## src/rtl/fir_pio_ctrl.sv

```systemverilog
// fir_pio_ctrl: command sequencer for the lab FIR accelerator.
// Software writes commands on out0/out1 and signals each one by flipping out1[0].
// The block owns the coefficient store and the sample ring buffer. It steps one
// shared 16x16 MAC through one tap per cycle. The 40-bit result and the
// handshake status are returned on in_h/in_l.
// Optional feature macro: FIR_PIO_SAT_EN. When defined, the result is clamped
// to signed 32 bits at DONE.
module fir_pio_ctrl #(
    parameter int TAPS = 16
) (
    input  logic        clk_clk,
    input  logic        reset_reset_n,
    input  logic [31:0] out0_i,
    input  logic [31:0] out1_i,
    output logic [31:0] in_l_o,
    output logic [31:0] in_h_o,
    output logic [9:0]  led_o
);

    localparam int IW = (TAPS > 1) ? $clog2(TAPS) : 1;
    localparam logic [IW-1:0] LAST_IDX = IW'(TAPS - 1);
    localparam logic [6:0]    TAPS_W   = 7'(TAPS);

    typedef enum logic [1:0] {
        ST_IDLE,
        ST_SHIFT,
        ST_MAC,
        ST_DONE
    } state_t;

    typedef enum logic [1:0] {
        OP_PUSH,
        OP_LOADC,
        OP_CLEAR,
        OP_RSVD
    } op_t;

    state_t state_reg;
    op_t    op_reg;

    logic                 tog_reg;
    logic                 primed_reg;
    logic signed [15:0]   data_reg;
    logic [IW-1:0]        wp_reg;
    logic [IW-1:0]        k_reg;
    logic [IW-1:0]        rd_reg;
    logic signed [39:0]   acc_reg;
    logic [31:0]          res_lo_reg;
    logic [7:0]           res_hi_reg;
    logic                 ack_reg;
    logic                 busy_reg;
    logic                 ovr_reg;

    logic signed [15:0]   coef_arr [TAPS];
    logic signed [15:0]   samp_arr [TAPS];

    logic                 cmd_edge;
    logic                 cmd_take;
    op_t                  cmd_op;
    logic [5:0]           cmd_idx;
    logic                 coef_we;
    logic                 clear_en;
    logic                 samp_we;

    logic signed [15:0]   coef_sel;
    logic signed [15:0]   samp_sel;
    logic signed [31:0]   prod;
    logic signed [39:0]   acc_next;
    logic [31:0]          res_lo_next;
    logic [7:0]           res_hi_next;

    // Bits of the PIO words that carry no meaning for this block.
    logic unused_bits;
    assign unused_bits = ^{out0_i[31:16], out1_i[31:14], out1_i[7:3]};

    // Command decode. The first cycle after reset only primes tog_reg, so a
    // toggle level left over from before reset never fires a command.
    assign cmd_edge = primed_reg && (out1_i[0] != tog_reg);
    assign cmd_take = cmd_edge && (state_reg == ST_IDLE);
    assign cmd_op   = op_t'(out1_i[2:1]);
    assign cmd_idx  = out1_i[13:8];
    assign coef_we  = cmd_take && (cmd_op == OP_LOADC) && ({1'b0, cmd_idx} < TAPS_W);
    assign clear_en = cmd_take && (cmd_op == OP_CLEAR);
    assign samp_we  = (state_reg == ST_SHIFT);

    // Per-tap storage. Everything clears on reset, so these are flops, not RAM.
    for (genvar gi = 0; gi < TAPS; gi++) begin : g_tap
        logic signed [15:0] coef_reg;
        logic signed [15:0] samp_reg;

        // Coefficient slot gi is written only by an in-range LOADC that addresses it.
        always_ff @(posedge clk_clk or negedge reset_reset_n) begin
            if (!reset_reset_n) begin
                coef_reg <= '0;
            end else if (coef_we && (cmd_idx == 6'(gi))) begin
                coef_reg <= out0_i[15:0];
            end
        end

        // Sample slot gi is cleared by CLEAR, or takes the latched PUSH data when wp points here.
        always_ff @(posedge clk_clk or negedge reset_reset_n) begin
            if (!reset_reset_n) begin
                samp_reg <= '0;
            end else if (clear_en) begin
                samp_reg <= '0;
            end else if (samp_we && (wp_reg == IW'(gi))) begin
                samp_reg <= data_reg;
            end
        end

        assign coef_arr[gi] = coef_reg;
        assign samp_arr[gi] = samp_reg;
    end

    // One MAC step: coef[k] times the sample k positions older than the newest one.
    assign coef_sel = coef_arr[k_reg];
    assign samp_sel = samp_arr[rd_reg];
    assign prod     = 32'(coef_sel) * 32'(samp_sel);
    assign acc_next = acc_reg + 40'(prod);

`ifdef FIR_PIO_SAT_EN
    localparam logic signed [39:0] SAT_MAX = 40'sh00_7FFF_FFFF;
    localparam logic signed [39:0] SAT_MIN = 40'shFF_8000_0000;

    // Clamp to signed 32 bits. The high byte is then only the sign extension.
    always_comb begin
        res_lo_next = acc_reg[31:0];
        res_hi_next = {8{acc_reg[31]}};
        if (acc_reg > SAT_MAX) begin
            res_lo_next = 32'h7FFF_FFFF;
            res_hi_next = 8'h00;
        end else if (acc_reg < SAT_MIN) begin
            res_lo_next = 32'h8000_0000;
            res_hi_next = 8'hFF;
        end
    end
`else
    // Present the raw 40-bit accumulator split across the two result words.
    always_comb begin
        res_lo_next = acc_reg[31:0];
        res_hi_next = acc_reg[39:32];
    end
`endif

    // Sequencer FSM with the handshake, status and result registers.
    always_ff @(posedge clk_clk or negedge reset_reset_n) begin
        if (!reset_reset_n) begin
            state_reg  <= ST_IDLE;
            op_reg     <= OP_PUSH;
            tog_reg    <= 1'b0;
            primed_reg <= 1'b0;
            data_reg   <= '0;
            wp_reg     <= '0;
            k_reg      <= '0;
            rd_reg     <= '0;
            acc_reg    <= '0;
            res_lo_reg <= '0;
            res_hi_reg <= '0;
            ack_reg    <= 1'b0;
            busy_reg   <= 1'b0;
            ovr_reg    <= 1'b0;
        end else begin
            primed_reg <= 1'b1;
            tog_reg    <= out1_i[0];

            // A command that arrives while busy is dropped, but it is remembered here.
            if (cmd_edge && (state_reg != ST_IDLE)) begin
                ovr_reg <= 1'b1;
            end

            case (state_reg)
                ST_IDLE: begin
                    if (cmd_take) begin
                        busy_reg <= 1'b1;
                        op_reg   <= cmd_op;
                        data_reg <= out0_i[15:0];
                        if (cmd_op == OP_PUSH) begin
                            state_reg <= ST_SHIFT;
                        end else begin
                            state_reg <= ST_DONE;
                        end
                        if (cmd_op == OP_CLEAR) begin
                            wp_reg  <= '0;
                            ovr_reg <= 1'b0;
                        end
                    end
                end
                ST_SHIFT: begin
                    // The sample lands at wp during this edge, and wp is the newest position.
                    acc_reg   <= '0;
                    k_reg     <= '0;
                    rd_reg    <= wp_reg;
                    state_reg <= ST_MAC;
                end
                ST_MAC: begin
                    acc_reg <= acc_next;
                    k_reg   <= k_reg + 1'b1;
                    rd_reg  <= (rd_reg == '0) ? LAST_IDX : rd_reg - 1'b1;
                    if (k_reg == LAST_IDX) begin
                        state_reg <= ST_DONE;
                    end
                end
                ST_DONE: begin
                    ack_reg   <= ~ack_reg;
                    busy_reg  <= 1'b0;
                    state_reg <= ST_IDLE;
                    if (op_reg == OP_PUSH) begin
                        res_lo_reg <= res_lo_next;
                        res_hi_reg <= res_hi_next;
                        wp_reg     <= (wp_reg == LAST_IDX) ? '0 : wp_reg + 1'b1;
                    end
                end
                default: state_reg <= ST_IDLE;
            endcase
        end
    end

    assign in_l_o = res_lo_reg;
    assign in_h_o = {ack_reg, busy_reg, ovr_reg, 21'b0, res_hi_reg};
    assign led_o  = {res_hi_reg, ovr_reg, busy_reg};

endmodule

```

## config.mk

```make
export PLATFORM = sky130hd
export DESIGN_NAME = fir_pio_ctrl
export DESIGN_NICKNAME = d
export VERILOG_FILES = /design/src/rtl/fir_pio_ctrl.sv
export SDC_FILE = /design/constraint.sdc
export NUM_CORES = 2
export LEC_CHECK = 0
export ABC_AREA = 1
export CAP_MARGIN = 20
export CORE_UTILIZATION = 52
export CTS_BUF_LIST = sky130_fd_sc_hd__clkbuf_8 sky130_fd_sc_hd__clkbuf_16
export DETAILED_ROUTE_END_ITERATION = 7
export PLACE_DENSITY = 0.71
export SETUP_SLACK_MARGIN = 0.1
export SYNTH_ARGS = -nofsm -noshare
export SYNTH_HDL_FRONTEND = slang
export SYNTH_SLANG_ARGS = --single-unit
```

## constraint.sdc

```tcl
create_clock -name clk_clk -period 17.65 [get_ports clk_clk]
set_input_delay 1.765 -clock clk_clk [delete_from_list [all_inputs] [get_ports clk_clk]]
set_output_delay 1.765 -clock clk_clk [all_outputs]
set_load 0.03 [all_outputs]
```

======== Word level (Yosys, flattened, before mapping) ========
Index checks and enable logic that the tools add are counted.
word-level totals
  memory bits (writable) .................. 0
  bits in latches ......................... 0
  flip-flop bits (word level) ............. 629
  word-level logic and storage cells ...... 223
  memories ................................ 0
  output and inout bits ................... 74
  memory bits (read-only) ................. 0
operators by class
  add/subtract/negate cells ............... 4
  reductions and logical operators ........ 68
  muxes and demuxes ....................... 57
  $mul .................................... 1
  $lt $le $gt $ge ......................... 3
  bitwise logic cells ..................... 3
  equality and inequality tests ........... 41
  div/mod/pow operators ................... 0
  shift-type cells ........................ 0
operator list
  operator                                              count
  two-way mux 16 bit                                    36
  binary-select mux 16 bit (select 4 bit)               2
  case mux 40 bit (2 select lines)                      1
  equality test 6 x 4 -> 1 bit (second input constant)  8
  adder 40 x 32 -> 40 bit                               1
  logical AND 1 bit                                     38
  nonzero test 2 bit                                    19
  equality test 4 bit (second input constant)           9
  multiplier 16 x 16 -> 32 bit                          1
  equality test 6 x 3 -> 1 bit (second input constant)  4
  case mux 4 bit (2 select lines)                       3
  two-way mux 4 bit                                     5
  equality test 4 x 3 -> 1 bit (second input constant)  4
  equality test 6 x 2 -> 1 bit (second input constant)  2
  >= comparator 5 bit (second input constant)           2
  NOT 4 -> 5 bit                                        2
  adder 4 x 1 -> 4 bit (second input constant)          2
  equality test 4 x 2 -> 1 bit (second input constant)  2
  zero test 4 bit                                       2
  case mux 2 bit (4 select lines)                       1
  AND reduction 2 bit                                   4
  equality test 2 bit (second input constant)           3
  equality test 6 x 1 -> 1 bit (second input constant)  1
  zero test 2 bit                                       3
  13 further kinds                                      22

======== Depth between registers and ports, before layout ========
  depth after elaboration ................. 7
  depth in mapped cells ................... 38
  gate-level depth less buffers ........... 35

======== Worst setup path before layout ========
Ideal clock, no wire load.
  path type ............................... reg-to-reg
  start ................................... reg rd_reg[0]
  end ..................................... reg acc_reg[39]
  setup slack ............................. 10.925 ns
  period minus slack after synthesis ...... 6.725 ns
  data required time ...................... 17.532 ns
  stages on the path, launching flop included .. 32
  arrival time ............................ 6.607 ns
  path buffers ............................ 4
  cells stage by stage .................... dfrtp_1 > inv_2 > buf_2 > buf_2 > buf_2 > o21ai_0 > nand3_1 > nand3_1 > nand3_2 > buf_2 > nand2_1 > fa_1 > inv_1 > fa_1 > inv_1 > fa_1 > fa_1 > inv_1 > fa_1 > inv_1 > fa_1 > inv_1 > ha_1 > nand2_1 > nor3_1 > nand2_1 > nor2_1 > nand3_1 > nand3_1 > nand3_1 > nand3_1 > nand2_1
on the way
  longest elaborated chain between the ends .. 7
ends and longest elaborated chain
  item                                                    RTL line  text
  from (decl)                                             46        logic [IW-1:0] rd_reg;
  from (signal assigned)                                  192       rd_reg <= wp_reg;
  from (signal assigned)                                  198       rd_reg <= (rd_reg == '0) ? LAST_IDX : rd_reg - 1'b1;
  NOT 4 -> 5 bit (implied by the code)                    117       assign samp_sel = samp_arr[rd_reg];
  binary-select mux 16 bit (select 4 bit)                 117
  two-way mux 16 bit (implied by the code) (2 in series)  117
  multiplier 16 x 16 -> 32 bit                            118       assign prod = 32'(coef_sel) * 32'(samp_sel);
  adder 40 x 32 -> 40 bit                                 119       assign acc_next = acc_reg + 40'(prod);
  case mux 40 bit (2 select lines)                        171       case (state_reg)
  to (signal assigned)                                    196       acc_reg <= acc_next;
  to (decl)                                               47        logic signed [39:0] acc_reg;
No other way between the ends. The select of a mux whose other input is x is not followed.
A chain may end at the register's enable or synchronous reset.

======== Worst setup path after layout ========
  start ................................... reg k_reg[0]
  end ..................................... reg acc_reg[36]
on the way
  longest elaborated chain between the ends .. 7
ends and longest elaborated chain
  item                                                    RTL line  text
  from (decl)                                             45        logic [IW-1:0] k_reg;
  from (signal assigned)                                  197       k_reg <= k_reg + 1'b1;
  NOT 4 -> 5 bit (implied by the code)                    116       assign coef_sel = coef_arr[k_reg];
  binary-select mux 16 bit (select 4 bit)                 116
  two-way mux 16 bit (implied by the code) (2 in series)  116
  multiplier 16 x 16 -> 32 bit                            118
  adder 40 x 32 -> 40 bit                                 119
  case mux 40 bit (2 select lines)                        171
No other way between the ends. The select of a mux whose other input is x is not followed.

==> impl_metrics.toml <==
[route]
drt_iter0_drc = 2866
drc = 0
vias_per_cell = 5.47
drt_first_pass_iters = 6
drt-total-wl_mm = 108
drtAntennaViolNets = 0
wl_per_cell_um = 18.1
vias = 32600

[setup_path]
crit_buf_inv = 8
cp_slowest_stage_delay_ns = 0.89
startpoint_type = "flop"
critPathMaxFanout = 65
crit_family = "adder cells"
slowest_stage = "clkinv_2"
critPathKind = "flop to flop"
cp.arrival_ns = 9.84
crit_required_ns = 18.16
cp-end-kind = "flop"
crit_top_cell = "nand2_1"
crit_cells = 30
rr_worst_depth = 30

[sta]
final_max_slew_viol_count = 0
max_slew_margin = 0.251
finClkSkew_ns = 0.0427
max_freq_mhz = 107
grt_setup_unrepaired = "no"
tightest_slew_ns = 1.12
post-route-min-period_ns = 9.33
tns_ns = 0
setup_viol = 0
finalHoldViolCount = 0
worst_slack_ns = 8.32
period_share = 0.528

[layout]
area_delta_synth_final_pct = 9.26
antennaDiodeCount = 0
drive_gt1_frac = 0.0688
nets = 5390
num-fill-cells = 7070

[placed_design]
hpwlAfterDp_mm = 72.9
io_buffers = 79
routabilityCongestion = 0.925
dp_slack_ns = 8.46

[clock_network]
clock_latency_ns = 0.64
cts-root-buf = "clkbuf_16"
cts.sinks = 629
cts.htree.levels = 3
cts-buffers-inserted = 70
hold_buffers = 0
cts_tree = "yes"
clkTransAtPathRegs_ns = 0.06
cts_resized = 0
cts_setup_buffers = 0
clockBufferDepth = 3

[yosys]
syn-cell-area_um2 = 41700
postSynth.asyncResetShare = 1.00
avgSynthCellArea_um2 = 8.45
synth_edf_count = 0
synth_ff_type = "dfrtp_1"
ys_seq_elements = 629
synth_cell_types = 44
syn_inst = 4930
ys_seq_area_frac = 0.378
yosys_warnings = 0

[floorplanning]
rows = 103
dieWidth_um = 285
coreArea_um2 = 79100
initial_utilization = 0.527
die-area_um2 = 81300
die_height_um = 285
ios = 140

[status]
status = "finished, final reports clean"

[global_routing]
overflow = 0
grt_start_max_net_pins = 162
grt_pass1_wl_mm = 175
grt_pass1_vias = 31700
antenna_found_initial = 1
grt_util_all_layers = 0.272

[min_path]
hold_depth = 2
hold_path_class = "flop to flop"

[run]
cap_viol_max_count = 0
## stage by stage
stage                     hold slack (ns)   util  cell area (µm²)  std cells
final                               0.478  0.575            45500       5961
after CTS                           0.482  0.570            45100       5936
after global routing                0.495  0.575            45500       5961
after global placement              0.461  0.540            42800       5819
after detailed placement            0.467  0.541            42800       5820
after floorplan                     0.440      -            41800       4950
## worst min-delay path, delay by kind of cell (launching register included)
kind / cells / cell delay, ns
AO/OA/AOI/OAI: 1 / 0.06
flip-flops: 1 / 0.33
AND/OR/NAND/NOR: 1 / 0.05
## cell type report
class / count / area (µm²) / share of cell area
multi-input cells: 3183 / 21400 / 0.471
flip-flops and latches: 629 / 15800 / 0.346
inverters: 837 / 3140 / 0.0690
clock buffers: 86 / 1970 / 0.0433
repair buffers: 146 / 1570 / 0.0345
well taps: 1050 / 1310 / 0.0289
clock inverters: 30 / 342 / 0.00750
## cell usage after synthesis (all sizes together) (5+ instances only)
master	n	area (µm²)
o22ai	26	163
inv	832	3120
xor2	5	43.8
nor2	272	1030
clkinv	5	18.8
nand3	152	796
clkbuf	157	592
fa	330	6610
ha	127	1590
nand3b	10	75.1
a21oi	175	876
nand2	1086	4090
o211ai	20	150
o21bai	7	52.6
o21ai	737	3700
buf	144	842
mux2	136	1530
o221ai	46	403
nor3	11	88.8
dfrtp	629	15700
## cells by family after synthesis
| group | Yosys count | share of synthesized area |
|---|---|---|
| simple gates | 1538 | 0.147 |
| buf+inv | 1138 | 0.110 |
| compound gates | 1021 | 0.130 |
| flops | 629 | 0.378 |
| fa+ha+maj | 457 | 0.197 |
| mux | 136 | 0.0367 |
| xor+xnor | 9 | 0.00189 |
| other cells | 2 | 0.000180 |
## placed cells by master (no fill, tap or decap), types with 4 or more instances in the layout
cell	count
buf_8	4
inv_1	838
ha_1	127
a21oi_1	175
nand3_2	7
clkdlybuf4s50_1	78
clkinv_4	4
xnor2_1	4
conb_1	22
o221ai_1	46
mux2_2	136
o21ai_1	13
nand3_1	145
o22ai_1	26
dfrtp_1	625
xor2_1	5
o21a_1	4
o21ai_0	721
buf_16	11
o211ai_1	20
clkinv_2	5
nand2_1	1082
clkinv_1	6
fa_1	330
clkbuf_8	18
nand3b_1	10
clkbuf_16	70
nor3_1	8
nor2_1	270
buf_4	49
o21bai_1	7
## per-layer routing
layer,vias to the layer above,track usage,wire length [µm]
li1,15300,-,-
met1,16000,0.395,47900
met2,1142,0.418,48600
met3,173,0.0456,8110
met4,0,0.0825,3330
met5,-,0,0
## path summary, 6_finish.rpt
kind                                                   startpoint                           endpoint  slack, ns
worst max-delay path                         k_reg[0]$_DFFE_PN0P_            acc_reg[36]$_DFFE_PN0P_       8.32
worst max register to register               k_reg[0]$_DFFE_PN0P_            acc_reg[36]$_DFFE_PN0P_       8.32
worst min register to register  g_tap[13].coef_reg[4]$_DFFE_PN0P_  g_tap[13].coef_reg[4]$_DFFE_PN0P_       0.48
worst min-delay path            g_tap[13].coef_reg[4]$_DFFE_PN0P_  g_tap[13].coef_reg[4]$_DFFE_PN0P_       0.48
min in group asynchronous                           reset_reset_n   g_tap[9].samp_reg[5]$_DFFE_PN0P_       1.19
max in group asynchronous                           reset_reset_n            acc_reg[35]$_DFFE_PN0P_      13.23
Power is not shown: default switching activity piles up to over one toggle a cycle in this logic, so the estimate is an artifact.
